`config.mk`:
```
export PLATFORM = sky130hd
export DESIGN_NAME = muldiv_sequencer
export DESIGN_NICKNAME = d
export VERILOG_FILES = /design/src/rtl/muldiv_sequencer.sv
export SDC_FILE = /design/constraint.sdc
export NUM_CORES = 2
export LEC_CHECK = 0
export BUFFER_PORTS_ARGS = -buffer_cell sky130_fd_sc_hd__buf_2
export CAP_MARGIN = 40
export CORE_MARGIN = 4
export CORE_UTILIZATION = 65
export DETAILED_ROUTE_END_ITERATION = 6
export GPL_ROUTABILITY_DRIVEN = 1
export PLACE_DENSITY = 0.87
export SYNTH_ARGS = -nofsm -noshare
export SYNTH_HDL_FRONTEND = slang
export SYNTH_SLANG_ARGS = --single-unit
```
`constraint.sdc`:
```
create_clock -name clk -period 16.4 [get_ports clk]
set_clock_uncertainty 0.05 [all_clocks]
set_input_delay 1.64 -clock clk [delete_from_list [all_inputs] [get_ports clk]]
set_output_delay 1.64 -clock clk [all_outputs]
set_load 0.01 [all_outputs]
```
`src/rtl/muldiv_sequencer.sv`:
```
// muldiv_sequencer: multi-cycle RV32M unit placed beside the ALU in EX.
// It accepts one MUL/MULH/MULHSU/MULHU/DIV/DIVU/REM/REMU op, stalls the
// pipeline while the op runs, and returns one result with a single-cycle
// done pulse. Multiply is one registered full product. Divide is restoring,
// one quotient bit per cycle, followed by a sign-fixup cycle.
//
// Ports
//   clk     : clock, rising edge
//   rst_n   : synchronous active-low reset
//   start   : launch op (only honoured in IDLE)
//   flush   : abort the in-flight op; also drops a start seen in IDLE
//   op      : 5-bit ALU select code (ALU_MUL..ALU_REMU are legal)
//   rs1     : dividend / multiplicand, captured on an accepted start
//   rs2     : divisor / multiplier, captured on an accepted start
//   busy    : high whenever the unit is not IDLE
//   done    : one-cycle pulse; result is valid in the same cycle
//   result  : held from done until the next op completes
//   stall   : combinational pipeline hold
module muldiv_sequencer #(
  parameter int unsigned XLEN = 32
) (
  input  logic            clk,
  input  logic            rst_n,
  input  logic            start,
  input  logic            flush,
  input  logic [4:0]      op,
  input  logic [XLEN-1:0] rs1,
  input  logic [XLEN-1:0] rs2,
  output logic            busy,
  output logic            done,
  output logic [XLEN-1:0] result,
  output logic            stall
);

  localparam int unsigned OP_W  = 5;
  localparam int unsigned CNT_W = $clog2(XLEN + 1);

  // ALU select codes for the RV32M group
  localparam logic [OP_W-1:0] ALU_MUL    = 5'd16;
  localparam logic [OP_W-1:0] ALU_MULH   = 5'd17;
  localparam logic [OP_W-1:0] ALU_MULHSU = 5'd18;
  localparam logic [OP_W-1:0] ALU_MULHU  = 5'd19;
  localparam logic [OP_W-1:0] ALU_DIV    = 5'd20;
  localparam logic [OP_W-1:0] ALU_DIVU   = 5'd21;
  localparam logic [OP_W-1:0] ALU_REM    = 5'd22;
  localparam logic [OP_W-1:0] ALU_REMU   = 5'd23;

  localparam logic [XLEN-1:0] SMIN = {1'b1, {(XLEN-1){1'b0}}};

  typedef enum logic [2:0] {
    S_IDLE,
    S_MUL,
    S_DIV,
    S_FIX,
    S_DONE
  } state_e;

  state_e            state_q, state_d;
  logic [OP_W-1:0]   op_q, op_d;
  logic [XLEN-1:0]   a_q, a_d;
  logic [XLEN-1:0]   b_q, b_d;
  logic [XLEN-1:0]   quot_q, quot_d;
  logic [XLEN-1:0]   rem_q, rem_d;
  logic [XLEN-1:0]   dvsr_q, dvsr_d;
  logic [CNT_W-1:0]  cnt_q, cnt_d;
  logic              negq_q, negq_d;
  logic              negr_q, negr_d;
  logic              busy_q, busy_d;
  logic              done_q, done_d;
  logic [XLEN-1:0]   result_q, result_d;

  // Decode of the incoming op
  logic op_legal, in_is_div, in_signed, in_is_rem, rs2_zero, in_ovf, accept;

  always_comb begin
    op_legal  = (op >= ALU_MUL) && (op <= ALU_REMU);
    in_is_div = (op >= ALU_DIV);
    in_signed = (op == ALU_DIV) || (op == ALU_REM);
    in_is_rem = (op == ALU_REM) || (op == ALU_REMU);
    rs2_zero  = (rs2 == '0);
    in_ovf    = in_signed && (rs1 == SMIN) && (rs2 == '1);
    accept    = (state_q == S_IDLE) && start && op_legal && !flush;
  end

  // Full-width product of the captured operands, sign-extended per op
  logic              mul_a_sgn, mul_b_sgn;
  logic [2*XLEN-1:0] a_ext, b_ext, product;

  always_comb begin
    mul_a_sgn = (op_q != ALU_MULHU);
    mul_b_sgn = (op_q == ALU_MUL) || (op_q == ALU_MULH);
    a_ext     = {{XLEN{mul_a_sgn & a_q[XLEN-1]}}, a_q};
    b_ext     = {{XLEN{mul_b_sgn & b_q[XLEN-1]}}, b_q};
    product   = a_ext * b_ext;
  end

  // One restoring step: shift rem:quot left, trial-subtract the divisor
  logic [XLEN:0] rem_shift, trial;
  logic          trial_ok;
  logic          q_is_rem;

  always_comb begin
    rem_shift = {rem_q, quot_q[XLEN-1]};
    trial     = rem_shift - {1'b0, dvsr_q};
    trial_ok  = ~trial[XLEN];
    q_is_rem  = (op_q == ALU_REM) || (op_q == ALU_REMU);
  end

  // Next-state and datapath update
  always_comb begin
    state_d  = state_q;
    op_d     = op_q;
    a_d      = a_q;
    b_d      = b_q;
    quot_d   = quot_q;
    rem_d    = rem_q;
    dvsr_d   = dvsr_q;
    cnt_d    = cnt_q;
    negq_d   = negq_q;
    negr_d   = negr_q;
    result_d = result_q;

    case (state_q)
      S_IDLE: begin
        if (accept) begin
          op_d = op;
          a_d  = rs1;
          b_d  = rs2;
          if (!in_is_div) begin
            state_d = S_MUL;
          end else if (rs2_zero) begin
            // Divide by zero: quotient all ones, remainder is the dividend
            state_d  = S_DONE;
            result_d = in_is_rem ? rs1 : '1;
          end else if (in_ovf) begin
            state_d  = S_DONE;
            result_d = in_is_rem ? '0 : SMIN;
          end else begin
            state_d = S_DIV;
            cnt_d   = CNT_W'(XLEN);
            quot_d  = (in_signed && rs1[XLEN-1]) ? -rs1 : rs1;
            dvsr_d  = (in_signed && rs2[XLEN-1]) ? -rs2 : rs2;
            rem_d   = '0;
            negq_d  = in_signed && (rs1[XLEN-1] ^ rs2[XLEN-1]);
            negr_d  = in_signed && rs1[XLEN-1];
          end
        end
      end

      S_MUL: begin
        result_d = (op_q == ALU_MUL) ? product[XLEN-1:0] : product[2*XLEN-1:XLEN];
        state_d  = S_DONE;
      end

      S_DIV: begin
        rem_d  = trial_ok ? trial[XLEN-1:0] : rem_shift[XLEN-1:0];
        quot_d = {quot_q[XLEN-2:0], trial_ok};
        cnt_d  = cnt_q - CNT_W'(1);
        if (cnt_q == CNT_W'(1)) begin
          state_d = S_FIX;
        end
      end

      S_FIX: begin
        if (q_is_rem) begin
          result_d = negr_q ? -rem_q : rem_q;
        end else begin
          result_d = negq_q ? -quot_q : quot_q;
        end
        state_d = S_DONE;
      end

      S_DONE: begin
        state_d = S_IDLE;
      end

      default: begin
        state_d = S_IDLE;
      end
    endcase

    // Abort: back to IDLE with the previous result untouched
    if (flush && (state_q != S_IDLE)) begin
      state_d  = S_IDLE;
      result_d = result_q;
    end

    busy_d = (state_d != S_IDLE);
    done_d = (state_d == S_DONE);
  end

  // State and output registers
  always_ff @(posedge clk) begin
    if (!rst_n) begin
      state_q  <= S_IDLE;
      op_q     <= '0;
      a_q      <= '0;
      b_q      <= '0;
      quot_q   <= '0;
      rem_q    <= '0;
      dvsr_q   <= '0;
      cnt_q    <= '0;
      negq_q   <= 1'b0;
      negr_q   <= 1'b0;
      busy_q   <= 1'b0;
      done_q   <= 1'b0;
      result_q <= '0;
    end else begin
      state_q  <= state_d;
      op_q     <= op_d;
      a_q      <= a_d;
      b_q      <= b_d;
      quot_q   <= quot_d;
      rem_q    <= rem_d;
      dvsr_q   <= dvsr_d;
      cnt_q    <= cnt_d;
      negq_q   <= negq_d;
      negr_q   <= negr_d;
      busy_q   <= busy_d;
      done_q   <= done_d;
      result_q <= result_d;
    end
  end

  assign busy   = busy_q;
  assign done   = done_q;
  assign result = result_q;
  // Hold covers the launch cycle itself, so it must see start combinationally
  assign stall  = accept | (busy_q & ~done_q);

endmodule

```
==> Flow_metrics.wiki <==
{| class="wikitable"
! Metric !! Value
|-
| Floorplan row count || 102
|-
| Count of antenna-violating nets left after detailed routing || 0
|-
| Placement Setup Slack || 7.263 ns
|-
| Vias post-DR || 42001
|-
| Cells after DPL || 6836
|-
| Mean instance size in the synthesized netlist || 8.619 um2
|-
| Most area-hungry cell type in the Yosys netlist || sky130_fd_sc_hd__fa_1
|-
| Remaining DRCs || 0
|-
| Result of the run || complete, no violations
|-
| Via count normalized by instance count || 6.106
|-
| Time the final worst path needs with I/O delays and setup || 9.301 ns
|-
| Syn nets || 7408
|-
| Post-Syn Area || 0.05135 mm2
|-
| Critical path fanouts, max || 35
|-
| Startpoint type of the worst setup path || flop
|-
| Post-synth top flop || sky130_fd_sc_hd__dfxtp_1
|-
| Number of warnings printed during yosys synthesis || 0
|-
| Count of clock tree sinks || 210
|-
| Final WL || 146300 um
|-
| Share of the synthesized area in the top cell type || 0.4390
|-
| Final setup margin || 7.099 ns
|-
| Fraction of layout instances using a drive strength above 1 || 0.04919
|-
| Root buffer selected by CTS || sky130_fd_sc_hd__clkbuf_16
|-
| # resized after CTS || 0
|-
| Worst path top cell family by delay || adder cells
|-
| Post-CTS clock slew at the launch and capture registers of the worst setup and hold paths || 0.06 ns
|-
| Die height || 289.1 um
|-
| CTS tree || yes
|-
| Clock latency on the worst-skew pair || 0.56 ns
|-
| Initial DRT Pass Iterations || 6
|-
| PortBufs || 107
|-
| Max transition margin || 0.3303
|-
| Unrepaired setup endpoints after global routing || false
|-
| Share of the core filled with cells in the final layout || 0.6841
|-
| Power per cell area || 25.31 mW/mm2
|-
| Critical Path Most Common Cell || sky130_fd_sc_hd__fa_1
|-
| Number of antenna violations at the first check in global routing || 6
|-
| Share of synthesized registers carrying an async set or reset || 0
|-
| Final-report hold violation count || 0
|-
| TNS Setup || 0 ns
|-
| Crit path capture type || flop
|-
| Syn Inst Count || 5958
|-
| Global route overflow || 0
|-
| First-pass GRT wire length || 238500 um
|-
| Number of top-level pins || 108
|-
| Flop and latch count out of synthesis || 210
|-
| Tightest Pin Transition || 0.9978 ns
|-
| Distinct cells, synth || 82
|-
| Critical path's slowest cell || sky130_fd_sc_hd__fa_1
|-
| Sequential share of the synthesized area || 0.08187
|-
| Largest cells by area after synthesis || sky130_fd_sc_hd__fa_1 (44%), sky130_fd_sc_hd__inv_1 (8.3%), sky130_fd_sc_hd__dfxtp_1 (8.2%), sky130_fd_sc_hd__nand2_1 (7.8%), sky130_fd_sc_hd__ha_1 (6.1%)
|-
| Post-CTS repair timing setup buffer count || 0
|-
| Combined global-route utilization of all metal layers || 0.3620
|-
| Buf+Inv Stages, Crit Path || 5
|-
| Number of enable flip-flop cells after synthesis || 0
|-
| Synthesis-to-layout area growth || 3.711%
|-
| CP required || 16.74 ns
|-
| Worst VDD drop || 0.07510 mV
|-
| Routability-driven placement congestion ratio || 1.009
|-
| Count of maximum capacitance violations || 0
|-
| Number of DRC violations after detailed-routing iteration 0 || 4029
|-
| Static Leakage || 23.39 nW
|-
| Largest net degree at the start of global routing || 76
|-
| Leading cell types in the layout, fill and taps excluded || sky130_fd_sc_hd__inv_1 (1139), sky130_fd_sc_hd__fa_1 (1126), sky130_fd_sc_hd__nand2_1 (1070), sky130_fd_sc_hd__and2_1 (340), sky130_fd_sc_hd__ha_1 (251)
|-
| Initial Util || 0.6596
|-
| Arrival time of the worst setup path || 9.64 ns
|-
| Overall die area || 0.08356 mm2
|-
| Count of fill cells added during filler insertion || 5849
|-
| Core region area || 0.07785 mm2
|-
| Share of the clock period used by the worst path || 0.5671
|-
| DP HPWL || 116600 um
|-
| Die Width || 289.1 um
|-
| Clock buffer count from CTS || 23
|-
| DR WL/cell || 21.27 um
|-
| Worst stage delay on the critical path || 0.68 ns
|-
| Hold-fix buffer count after cts || 0
|-
| Number of global-route vias before repair || 45333
|-
| HP Class || reg -> reg
|-
| Deepest clock path buffer count || 3
|-
| Fmax || 107.5 MHz
|-
| Final Max Slew Viols || 0
|-
| Post-route cell area || 0.05326 mm2
|-
| Non-filler cells, final || 6879
|-
| Htree depth || 1
|-
| Kind of critical path || reg -> reg
|-
| Leading cell type in the layout, fill and taps excluded || sky130_fd_sc_hd__inv_1
|-
| Post-place instance area || 0.05254 mm2
|-
| Layout Nets || 7271
|-
| # setup viols final || 0
|}
[through the flow]
stage	hold slack (ns)	power, mW
floorplan	0.3910	0.7320
global placement	0.4029	0.8247
detailed placement	0.4065	0.8322
CTS	0.4155	1.339
global route	0.4307	1.393
finish	0.4152	1.348
[cells in the mapped netlist (36+ instances only)]
cell,n
sky130_fd_sc_hd__a21boi_0,81
sky130_fd_sc_hd__dfxtp_1,210
sky130_fd_sc_hd__ha_1,251
sky130_fd_sc_hd__nor2_1,186
sky130_fd_sc_hd__xor2_1,97
sky130_fd_sc_hd__inv_1,1139
sky130_fd_sc_hd__a21o_1,46
sky130_fd_sc_hd__nand2_1,1070
sky130_fd_sc_hd__a21oi_1,174
sky130_fd_sc_hd__o21ai_0,168
sky130_fd_sc_hd__clkbuf_1,336
sky130_fd_sc_hd__and2_1,340
sky130_fd_sc_hd__o211a_1,36
sky130_fd_sc_hd__o31ai_1,43
sky130_fd_sc_hd__xnor2_1,119
sky130_fd_sc_hd__fa_1,1126
[path summary, 6_finish.rpt]
path	from	slack, ns	end	depth (start not counted)
min reg2reg	b_q[26]	0.42	b_q[26]	2
max reg2reg	a_q[31]	7.10	result[31]	26
min	b_q[26]	0.42	b_q[26]	2
max	a_q[31]	7.10	result[31]	26
[flip-flops by register name (all words and copies together), names as in the netlist, 5 cells and up]
| name | cells |
|---|---|
| a_q | 32 |
| b_q | 32 |
| dvsr_q | 32 |
| quot_q | 32 |
| rem_q | 32 |
| result | 32 |
| cnt_q | 6 |
| op_q | 5 |
[power breakdown]
part           total (mW)  internal, mW  switching [mW]
clock               0.515         0.281           0.234
combinational       0.301         0.100           0.201
sequential          0.532         0.518          0.0143
[kinds of logic after synthesis]
logic type               synth area share
flip-flops                        0.08187
AO/OA/AOI/OAI                      0.1017
XOR/XNOR                          0.03684
adder cells (fa/ha/maj)            0.5001
AND/OR/NAND/NOR                    0.1670
buffers and inverters              0.1103
multiplexers                     0.002169
[area by class of cell]
cell class | instances | area (um2) | share of cell area
Multi-Input combinational cell | 4253 | 41510 | 0.7795
Sequential cell | 210 | 4219 | 0.07922
Tap cell | 1040 | 1301 | 0.02443
Clock inverter | 9 | 95.09 | 0.001786
Timing Repair Buffer | 194 | 1232 | 0.02314
Antenna cell | 4 | 10.01 | 0.0001879
Inverter | 1139 | 4275 | 0.08028
Clock buffer | 30 | 611.8 | 0.01149
[metal layers]
| metal | up-vias | routed length, um | GRT usage |
|---|---|---|---|
| li1 | 17897 | - | - |
| met1 | 20868 | 52390 | 0.4623 |
| met2 | 2570 | 69580 | 0.5982 |
| met3 | 658 | 15290 | 0.06326 |
| met4 | 8 | 9010 | 0.1856 |
| met5 | - | 65 | 0 |
[worst reg2reg max path, stage by stage, from the launching register on]
cell and delay (ns):
sky130_fd_sc_hd__dfxtp_1 0.31, sky130_fd_sc_hd__buf_4 0.39, sky130_fd_sc_hd__o31a_1 0.21, sky130_fd_sc_hd__buf_4 0.32, sky130_fd_sc_hd__nand2_1 0.19, sky130_fd_sc_hd__inv_1 0.18
sky130_fd_sc_hd__fa_1 0.49, sky130_fd_sc_hd__fa_1 0.65, sky130_fd_sc_hd__fa_1 0.59, sky130_fd_sc_hd__fa_1 0.68, sky130_fd_sc_hd__inv_1 0.50, sky130_fd_sc_hd__fa_1 0.55
sky130_fd_sc_hd__fa_1 0.57, sky130_fd_sc_hd__fa_1 0.43, sky130_fd_sc_hd__fa_1 0.49, sky130_fd_sc_hd__inv_1 0.04, sky130_fd_sc_hd__ha_1 0.48, sky130_fd_sc_hd__nand4_1 0.23
sky130_fd_sc_hd__nor4_1 0.50, sky130_fd_sc_hd__a22oi_1 0.16, sky130_fd_sc_hd__nand4b_1 0.14, sky130_fd_sc_hd__and3_1 0.16, sky130_fd_sc_hd__a41oi_1 0.08, sky130_fd_sc_hd__o31a_1 0.36
sky130_fd_sc_hd__a21oi_1 0.18, sky130_fd_sc_hd__xnor2_1 0.14, sky130_fd_sc_hd__o22ai_1 0.11
No activity file was read; power rests on OpenSTA's default activity.
